`src/rtl/ahblite_fb_clear.sv`:
```
// ahblite_fb_clear -- AHB-Lite controlled sweep engine that fills up to NUM_CH
// image RAMs with a programmable word, one address per cycle.
//
// Build option: define FBCLR_AUTO_ON_RESET_EN to launch an all-channel,
// zero-fill sweep in the first cycle after HRESETn is released. Without it
// the block idles after reset until the CPU writes START.
//
// Bus handshake: an address phase is accepted when HSEL & HREADY & HTRANS[1].
// The slave never stalls (HREADYOUT=1, HRESP=OKAY), so every accepted transfer
// has its data phase in the next cycle; writes commit on the edge closing
// that data phase and reads are driven combinationally during it.
//
// Register map (HADDR[3:2]):
//   0x0 CTRL    W: bit0 START, bit1 ABORT, [8+NUM_CH-1:8] MASK; R: MASK only
//   0x4 FILL    [DATA_WIDTH-1:0] fill word
//   0x8 STATUS  bit0 BUSY, bit1 DONE (sticky, write 1 to clear)
//   0xC CURADDR sweep counter, read-only
//
// DBG_STATE exposes the FSM state (0 idle, 1 sweeping) for checkers.
// DATA_WIDTH must be 1..32 and NUM_CH 1..16 so every register fits one word.
module ahblite_fb_clear #(
  parameter int ADDR_WIDTH = 13,
  parameter int DATA_WIDTH = 8,
  parameter int NUM_CH     = 2
) (
  input  logic                  HCLK,
  input  logic                  HRESETn,
  input  logic                  HSEL,
  input  logic                  HREADY,
  input  logic                  HWRITE,
  input  logic [1:0]            HTRANS,
  input  logic [31:0]           HADDR,
  input  logic [2:0]            HSIZE,
  input  logic [31:0]           HWDATA,
  output logic [31:0]           HRDATA,
  output logic                  HREADYOUT,
  output logic                  HRESP,
  output logic [NUM_CH-1:0]     RAM_WE,
  output logic [ADDR_WIDTH-1:0] RAM_ADDR,
  output logic [DATA_WIDTH-1:0] RAM_WDATA,
  output logic                  BUSY,
  output logic                  DONE_IRQ,
  output logic                  DBG_STATE
);

  localparam logic [1:0] REG_CTRL    = 2'd0;
  localparam logic [1:0] REG_FILL    = 2'd1;
  localparam logic [1:0] REG_STATUS  = 2'd2;
  localparam logic [ADDR_WIDTH-1:0] CNT_LAST = '1;

  typedef enum logic [0:0] {
    S_IDLE  = 1'b0,
    S_SWEEP = 1'b1
  } state_t;

  state_t                r_state;
  state_t                w_state_nxt;
  logic                  r_ap_valid;
  logic                  r_ap_write;
  logic [1:0]            r_ap_reg;
  logic [NUM_CH-1:0]     r_mask;
  logic [DATA_WIDTH-1:0] r_fill;
  logic                  r_done;
  logic                  r_irq;
  logic [ADDR_WIDTH-1:0] r_cnt;
  logic [NUM_CH-1:0]     r_mask_sh;
  logic [DATA_WIDTH-1:0] r_fill_sh;

  logic                  w_wr;
  logic                  w_wr_ctrl;
  logic                  w_wr_fill;
  logic                  w_wr_status;
  logic                  w_bus_start;
  logic                  w_abort;
  logic [NUM_CH-1:0]     w_wr_mask;
  logic                  w_auto;
  logic                  w_start_req;
  logic [NUM_CH-1:0]     w_start_mask;
  logic [DATA_WIDTH-1:0] w_start_fill;
  logic                  w_launch;
  logic                  w_empty;
  logic                  w_finish;
  logic                  w_step;
  logic                  w_set_done;
  logic [31:0]           w_rd;
  logic                  w_unused_ok;

  // HSIZE, the upper address bits and the unused write-data bits carry no meaning here.
  assign w_unused_ok = &{1'b0, HSIZE, HADDR, HWDATA};

  assign HREADYOUT = 1'b1;
  assign HRESP     = 1'b0;
  assign DONE_IRQ  = r_irq;
  assign DBG_STATE = r_state;

  // Capture an accepted address phase for use in the following data phase.
  always_ff @(posedge HCLK) begin
    if (!HRESETn) begin
      r_ap_valid <= 1'b0;
      r_ap_write <= 1'b0;
      r_ap_reg   <= 2'd0;
    end else if (HREADY) begin
      r_ap_valid <= HSEL & HTRANS[1];
      r_ap_write <= HWRITE;
      r_ap_reg   <= HADDR[3:2];
    end
  end

  // Data-phase write decode.
  assign w_wr        = r_ap_valid & r_ap_write;
  assign w_wr_ctrl   = w_wr & (r_ap_reg == REG_CTRL);
  assign w_wr_fill   = w_wr & (r_ap_reg == REG_FILL);
  assign w_wr_status = w_wr & (r_ap_reg == REG_STATUS);
  assign w_bus_start = w_wr_ctrl & HWDATA[0];
  assign w_abort     = w_wr_ctrl & HWDATA[1];
  assign w_wr_mask   = HWDATA[8 +: NUM_CH];

`ifdef FBCLR_AUTO_ON_RESET_EN
  logic r_auto_pend;

  // High only in the first cycle after reset is released: acts as a START.
  always_ff @(posedge HCLK) begin
    if (!HRESETn) r_auto_pend <= 1'b1;
    else          r_auto_pend <= 1'b0;
  end

  assign w_auto = r_auto_pend;
`else
  assign w_auto = 1'b0;
`endif

  // The automatic launch takes precedence over any bus START in that cycle.
  assign w_start_req  = w_auto | w_bus_start;
  assign w_start_mask = w_auto ? {NUM_CH{1'b1}} : w_wr_mask;
  assign w_start_fill = w_auto ? {DATA_WIDTH{1'b0}} : r_fill;

  // FSM state register.
  always_ff @(posedge HCLK) begin
    if (!HRESETn) r_state <= S_IDLE;
    else          r_state <= w_state_nxt;
  end

  // Next state plus the one-cycle events that steer the datapath.
  always_comb begin
    w_state_nxt = r_state;
    w_launch    = 1'b0;
    w_empty     = 1'b0;
    w_finish    = 1'b0;
    w_step      = 1'b0;
    case (r_state)
      S_IDLE: begin
        // ABORT beats START; an empty mask completes without writing.
        if (w_start_req && !w_abort) begin
          if (w_start_mask != '0) begin
            w_state_nxt = S_SWEEP;
            w_launch    = 1'b1;
          end else begin
            w_empty = 1'b1;
          end
        end
      end
      S_SWEEP: begin
        if (w_abort) begin
          w_state_nxt = S_IDLE;
        end else if (r_cnt == CNT_LAST) begin
          w_state_nxt = S_IDLE;
          w_finish    = 1'b1;
        end else begin
          w_step = 1'b1;
        end
      end
      default: w_state_nxt = S_IDLE;
    endcase
  end

  assign w_set_done = w_empty | w_finish;

  // FSM outputs: RAM port is quiet (all zero) outside a sweep.
  always_comb begin
    RAM_WE    = '0;
    RAM_ADDR  = '0;
    RAM_WDATA = '0;
    BUSY      = 1'b0;
    if (r_state == S_SWEEP) begin
      RAM_WE    = r_mask_sh;
      RAM_ADDR  = r_cnt;
      RAM_WDATA = r_fill_sh;
      BUSY      = 1'b1;
    end
  end

  // Sweep counter and the shadow copies that freeze MASK/FILL for the sweep.
  always_ff @(posedge HCLK) begin
    if (!HRESETn) begin
      r_cnt     <= '0;
      r_mask_sh <= '0;
      r_fill_sh <= '0;
    end else if (w_launch) begin
      r_cnt     <= '0;
      r_mask_sh <= w_start_mask;
      r_fill_sh <= w_start_fill;
    end else if (w_step) begin
      r_cnt <= r_cnt + ADDR_WIDTH'(1);
    end
  end

  // Software-visible MASK and FILL registers; writable at any time.
  always_ff @(posedge HCLK) begin
    if (!HRESETn) begin
      r_mask <= '1;
      r_fill <= '0;
    end else begin
      if (w_wr_ctrl) r_mask <= w_wr_mask;
      if (w_wr_fill) r_fill <= HWDATA[DATA_WIDTH-1:0];
    end
  end

  // Sticky DONE flag and its one-cycle interrupt pulse; completion beats a clear.
  always_ff @(posedge HCLK) begin
    if (!HRESETn) begin
      r_done <= 1'b0;
      r_irq  <= 1'b0;
    end else begin
      r_irq <= w_set_done;
      if (w_set_done)                     r_done <= 1'b1;
      else if (w_launch)                  r_done <= 1'b0;
      else if (w_wr_status && HWDATA[1])  r_done <= 1'b0;
    end
  end

  // Read mux for the register addressed by the current data phase.
  always_comb begin
    w_rd = '0;
    case (r_ap_reg)
      REG_CTRL:   w_rd[8 +: NUM_CH] = r_mask;
      REG_FILL:   w_rd[DATA_WIDTH-1:0] = r_fill;
      REG_STATUS: begin
        w_rd[0] = (r_state == S_SWEEP);
        w_rd[1] = r_done;
      end
      default:    w_rd[ADDR_WIDTH-1:0] = r_cnt;
    endcase
  end

  assign HRDATA = (r_ap_valid && !r_ap_write) ? w_rd : 32'h0;

endmodule

```
`config.mk`:
```
export PLATFORM = sky130hd
export DESIGN_NAME = ahblite_fb_clear
export DESIGN_NICKNAME = d
export VERILOG_FILES = /design/src/rtl/ahblite_fb_clear.sv
export SDC_FILE = /design/constraint.sdc
export NUM_CORES = 1
export LEC_CHECK = 0
export BUFFER_PORTS_ARGS = -buffer_cell sky130_fd_sc_hd__buf_2
export CAP_MARGIN = 20
export CORE_MARGIN = 1.5
export CORE_UTILIZATION = 39
export CTS_CLUSTER_SIZE = 14
export DETAILED_ROUTE_END_ITERATION = 10
export PLACE_DENSITY = 0.78
export SETUP_SLACK_MARGIN = 0.15
export SYNTH_ARGS = -nofsm -noshare
export SYNTH_HDL_FRONTEND = slang
export SYNTH_SLANG_ARGS = --single-unit
```
`constraint.sdc`:
```
create_clock -name HCLK -period 1.75 [get_ports HCLK]
set_input_delay 0.35 -clock HCLK [delete_from_list [all_inputs] [get_ports HCLK]]
set_output_delay 0.35 -clock HCLK [all_outputs]
set_load 0.05 [all_outputs]
```
==> results_dict.tcl, run 1 <==
set metrics [dict create \
    gp_congestion 0.7680 \
    seq_area_frac_synth 0.3573 \
    clock.fmax_mhz 562.8 \
    grt_usage 0.2034 \
    finalPower_w 0.001831 \
    via_count 2250 \
    drive_gt1_frac 0.4394 \
    drt_drc_violations_left 0 \
    core_area_um2 5540 \
    worst_ep_required_time_ns 1.40 \
    synth_area_leaders "dfxtp_1 36%, buf_4 7.7%, mux2i_1 7.6%" \
    p_per_area_nw_per_um2 557.7 \
    cp_slowest_stage_delay_ns 0.39 \
    start_util 0.4045 \
    setup_ws_ns -0.02690 \
    avgSynthCellArea_um2 8.090 \
    cts_root_buf "clkbuf_8" \
    synthDominantCellAreaShare 0.3573 \
    min_path_cells 3 \
    syn_to_final_growth_pct 46.51 \
    async_flop_share 0 \
    drt-total-wl_mm 6.533 \
    ys_types 39 \
    die_width_um 78.80 \
    hold_buffers 0 \
    area.sequential_um2 827.0 \
    mostFrequentLayoutCells "35 x buf_4, 31 x dfxtp_1, 29 x nand2_1, 24 x buf_2, 23 x and2_1" \
    hpwl_mm 3.968 \
    vdd_drop_max_mv 0.5605 \
    n_antenna_cell 0 \
    drt-pass1-iter-count 4 \
    critPathArrivalTime_ns 1.43 \
    regMostFlops "r_cnt" \
    finalClockSkew_ns 0.003043 \
    p_leak_nw 1.371 \
    startpoint_type "flip-flop" \
    rsz0062_at_grt "true" \
    violations "setup timing" \
    synth_area_um2 2241 \
    vias_per_cell 5.269 \
    clkLatencyLatePin_ns 0.30 \
    grt_max_degree 24 \
    finalSetupViolations 6 \
    synth_seq_cells 40 \
    synth_flop_cell "dfxtp_1" \
    path_cells "mux2_4 > a22oi_2 > nor2_4 > buf_6" \
    fill_cells 498 \
    drv_cap 0 \
    rows 27 \
    hold_class "in -> reg" \
    cts_tree "yes" \
    synth_edf_count 0 \
    synthCells 277 \
    hold_violations 0 \
    status "finished, violations left" \
    finalHoldWorstSlack_ns 0.2781 \
    ant_nets 0 \
    die-area_um2 6209 \
    slew_viol_final 0 \
    grt-ovfl-total 0 \
    die_h_um 78.80 \
    ys.warnings.count 0 \
    end_kind "output pin" \
    crit_path_max_fanout 7 \
    grt_pass1_wl_mm 9.853 \
    tns_ns -0.1182 \
    pre_cts_ws_ns -0.03933 \
    period_minus_slack_ns 1.777 \
    cts_sinks 40 \
    wl_per_cell_um 15.30 \
    port_buffers 56 \
    worst_path_max_delay_cell "dfxtp_4" \
    yosys.area.top_type "dfxtp_1" \
    path_clk_slew_ns 0.08 \
    cts_buffers 5 \
    crit_type "reg -> out" \
    fin_crit_sh 1.015 \
    io_pins 134 \
    final_common_cell "buf_4" \
    final_util 0.5926 \
    cts_buffer_depth 2 \
    largestRegisters "r_cnt x13, r_fill x8, r_fill_sh x8" \
    multiInputGateArea_um2 1545 \
    grt_pass1_vias 2053 \
    ff2ff_path_depth 6 \
    antenna_found_initial 0 \
    htreeDepth 2 \
    largest_reg_flops 13 \
    dr.first_iter.drc_count 99 \
    finish.net_count 429 \
]
[Yosys cell counts, types with 2 or more instances]
cell type,count
mux2i_1,17
nand2_1,30
o21a_1,2
or2_2,2
and2_1,24
or3_1,3
mux2_2,2
buf_2,4
o31ai_1,6
a31oi_1,2
a22oi_1,2
a32oi_1,2
and3_1,8
buf_4,23
and4_1,3
o21ai_0,4
conb_1,2
nor2b_1,3
a21oi_1,23
dfxtp_1,40
a211oi_1,2
inv_1,4
or4_1,6
nor2_1,25
o2111ai_1,2
clkbuf_1,10
nand4_1,2
nand3_1,11
buf_6,2
nand2b_1,2
[metrics by stage]
stage | instance area, µm² | instances
after floorplan | 2487 | 296
final | 3283 | 427
after global routing | 3283 | 427
after global placement | 2686 | 401
after CTS | 3047 | 421
after detailed placement | 2686 | 401
[logic make-up (layout without fill, tap and decap cells)]
family | Yosys count | after routing | share of synthesized area
AND/OR/NAND/NOR | 123 | 124 | 0.2948
AO/OA/AOI/OAI | 49 | 50 | 0.1334
buffers and inverters | 43 | 100 | 0.1195
flip-flops | 40 | 40 | 0.3573
multiplexers | 19 | 19 | 0.08598
other | 2 | 21 | 0.003351
adder cells (fa/ha/maj) | 1 | 1 | 0.005583
[layout make-up]
cell class | instances | area share
inverters | 4 | 0.004573
repair buffers | 88 | 0.2161
well taps | 72 | 0.02744
flip-flops and latches | 40 | 0.2519
clock inverters | 2 | 0.004192
clock buffers | 6 | 0.02515
multi-input cells | 215 | 0.4707
[path summary, 6_finish.rpt]
check / slack, ns / to / startpoint
worst max-delay path: -0.03 / HRDATA[1] / r_ap_reg[0]$_SDFFE_PN0P_
worst min-delay path: 0.28 / r_fill[2]$_SDFFE_PN0P_ / HWDATA[2]
worst max register to register: -0.02 / r_cnt[7]$_SDFFE_PP0P_ / r_cnt[0]$_SDFFE_PP0P_
worst min register to register: 0.48 / r_fill[5]$_SDFFE_PN0P_ / r_fill[5]$_SDFFE_PN0P_
[report_power, final]
part | internal [W] | total [W] | switching [W] | leakage, nW
Clock | 0.000320 | 0.000672 | 0.000352 | 0.0477
Combinational | 0.0000606 | 0.000241 | 0.000180 | 0.994
Sequential | 0.000909 | 0.000918 | 0.00000880 | 0.329
[layer usage]
layer  routed length, µm  track usage  part of all wire  up-vias
met3                 360      0.03678             0.055        8
met5                   0            0                 0        -
met4                  77      0.06786             0.012        0
met2                3272       0.3362              0.50       80
li1                    -            -                 -     1081
met1                2822       0.2665              0.43     1081
[critical path: cells and delay by family (launching register included)]
kind	cells	cell delay, ns
compound gates	1	0.21
buf+inv	1	0.15
flops	1	0.39
mux	1	0.31
simple gates	1	0.05
[repair_timing]
item                                    CTS  global route
buffers inserted                         11             5
cloned                                    1             1
pin swaps                                10            12
gates resized for setup                  56            65
endpoints found under the setup margin   43            56
No activity file was read; power rests on OpenSTA's default activity.
==> run 2, diff against run 1 <==
--- a/config.mk
+++ b/config.mk
@@ -8,10 +8,10 @@
 export BUFFER_PORTS_ARGS = -buffer_cell sky130_fd_sc_hd__buf_2
 export CAP_MARGIN = 20
 export CORE_MARGIN = 1.5
-export CORE_UTILIZATION = 39
+export CORE_UTILIZATION = 47
 export CTS_CLUSTER_SIZE = 14
 export DETAILED_ROUTE_END_ITERATION = 10
-export PLACE_DENSITY = 0.78
+export PLACE_DENSITY = 0.88
 export SETUP_SLACK_MARGIN = 0.15
 export SYNTH_ARGS = -nofsm -noshare
 export SYNTH_HDL_FRONTEND = slang
==> constraint.sdc (replaced) <==
create_clock -name HCLK -period 2.1 [get_ports HCLK]
set_input_delay 0.42 -clock HCLK [delete_from_list [all_inputs] [get_ports HCLK]]
set_output_delay 0.42 -clock HCLK [all_outputs]
set_load 0.05 [all_outputs]
==> run 2 against run 1 <==
Compared with the run above: the run now ends clean; global-route usage up 0.30 points; via count fell by 6.3%; critical path depth is the same; non-clock buffer count shrank 21.
==> results_dict.tcl, run 2 (synthesized netlist as in run 1, its figures left out) <==
set metrics [dict create \
    met3_length_um 324 \
    finalPower_w 0.001493 \
    cp_top_family "flip-flops" \
    dr_wl_met2_mm 2.618 \
    port_buffers 56 \
    drt-pass1-iter-count 4 \
    ant_nets 0 \
    finish.net_count 406 \
    grt_pass1_wl_mm 8.542 \
    crit_buf_inv 1 \
    slew_viol_final 0 \
    path_cells "mux2_2 > a22oi_2 > nor2_2 > buf_4" \
    reg2reg_to "r_cnt[11]$_SDFFE_PP0P_" \
    end_kind "output pin" \
    p_per_area_nw_per_um2 554.8 \
    cp_slowest_stage_delay_ns 0.40 \
    grt-ovfl-total 0 \
    largest_reg_flops 13 \
    r2r_start "r_cnt[1]$_SDFFE_PP0P_" \
    drt_drc_violations_left 0 \
    rsz0062_at_grt "true" \
    clock.fmax_mhz 520.2 \
    htreeDepth 2 \
    final_common_cell "buf_2" \
    worst_path_max_delay_cell "dfxtp_4" \
    die-area_um2 5191 \
    cts_tree "yes" \
    min_to "r_mask[0]$_SDFFE_PN1N_" \
    hold_buffers 0 \
    drt-total-wl_mm 5.336 \
    period_minus_slack_ns 1.922 \
    vdd_drop_max_mv 0.4597 \
    antenna_found_initial 0 \
    cts_root_buf "clkbuf_8" \
    largestRegisters "r_cnt x13, r_fill x8, r_fill_sh x8" \
    finalSetupViolations 0 \
    syn_to_final_growth_pct 20.10 \
    cts_buffers 5 \
    vias_per_cell 5.490 \
    die_width_um 72.05 \
    ff2ff_setup_slack_ns 0.24 \
    path_clk_slew_ns 0.08 \
    fill_cells 367 \
    drv_cap 0 \
    regMostFlops "r_cnt" \
    tns_ns 0 \
    finalClockSkew_ns 0.006347 \
    relSlewSlack 0.5806 \
    multiInputGateArea_um2 1296 \
    critPathArrivalTime_ns 1.50 \
    worst_ep_required_time_ns 1.68 \
    n_antenna_cell 0 \
    via_count 2108 \
    grt_usage 0.2064 \
    top_layer "met4" \
    mostFrequentLayoutCells "44 x buf_2, 37 x dfxtp_1, 30 x nand2_1, 23 x and2_1" \
    cts_sinks 40 \
    grt_max_degree 24 \
    p_leak_nw 1.215 \
    met1_length_mm 2.353 \
    gp_congestion 0.8104 \
    area.sequential_um2 809.5 \
    min_path_cells 2 \
    io_pins 134 \
    status "finished, final reports clean" \
    hold_violations 0 \
    hpwl_mm 3.842 \
    tightest_slew_ns 0.6250 \
    fin_crit_sh 0.9154 \
    cts_buffer_depth 2 \
    die_h_um 72.05 \
    hold_class "in -> reg" \
    crit_path_max_fanout 8 \
    start_util 0.5008 \
    rows 24 \
    crit_type "reg -> out" \
    core_area_um2 4474 \
    startpoint_type "flip-flop" \
    grt_pass1_vias 1934 \
    clkLatencyLatePin_ns 0.30 \
    worstHoldStart "HRESETn" \
    dr.first_iter.drc_count 183 \
    ff2ff_path_depth 5 \
    drive_gt1_frac 0.2952 \
    wl_per_cell_um 13.90 \
]
run 2: changes by cell type in the layout (fill, tap and decap cells not counted), sizes merged:
cell | previous run | this run
inv | 5 | 4
o21ai | 6 | 5
buf | 84 | 66
and4 | 5 | 4
clkbuf | 10 | 8
run 2: through the flow:
stage	setup WS [ns]	hold WS (ns)	utilization	instance area (µm²)	cells
4_1_cts	0.1577	0.3343	0.5900	2640	382
3_3_place_gp	0.3239	0.4535	0.5596	2504	374
3_5_place_dp	0.2535	0.4598	0.5596	2504	374
5_1_grt	0.1331	0.3405	0.6015	2691	384
6_report	0.1776	0.3362	0.6015	2691	384
2_1_floorplan	0.05060	0.4386	-	2344	296
run 2: area by class of cell:
cell class / instances / share of cell area
Multi-Input combinational cell: 213 / 0.4816
Sequential cell: 40 / 0.3008
Timing Repair Buffer: 67 / 0.1530
Clock buffer: 7 / 0.03208
Tap cell: 52 / 0.02417
Inverter: 4 / 0.005579
Clock inverter: 1 / 0.002789
run 2: worst max-delay path by stage:
stage / endpoint / depth (start not counted) / slack (ns) / start
after global placement: HRDATA[6] / 4 / 0.32 / r_ap_reg[0]$_SDFFE_PN0P_
after CTS: HRDATA[11] / 5 / 0.16 / r_ap_write$_SDFFE_PN0P_
after floorplan: HRDATA[2] / 5 / 0.05 / r_ap_reg[0]$_SDFFE_PN0P_
after detailed placement: r_cnt[11]$_SDFFE_PP0P_ / 5 / 0.25 / r_cnt[1]$_SDFFE_PP0P_
after global routing: HRDATA[1] / 4 / 0.13 / r_ap_reg[0]$_SDFFE_PN0P_
final: HRDATA[1] / 4 / 0.18 / r_ap_reg[0]$_SDFFE_PN0P_
run 2: worst reg2reg max path, stage by stage, from the launching register on:
cell and delay (ns):
dfxtp_1 0.36, ha_1 0.22, and4_1 0.26, and4_4 0.26, or4_1 0.52, a21oi_1 0.16
run 2: routing by layer:
metal,up-vias,track usage
met5,-,0
met4,0,0.05870
met3,5,0.04444
met2,90,0.3591
met1,987,0.2576
li1,1026,-
run 2: timing repair:
item                       4_1_cts  5_1_grt
setup buffers                    0        2
resized for setup               17       10
pin swaps                        0        0
setup endpoints to repair       12       13
run 2: power breakdown:
group          switching (W)  internal, W  total, W
logic               0.000135    0.0000388  0.000174
registers         0.00000653     0.000761  0.000768
clock network       0.000284     0.000267  0.000552
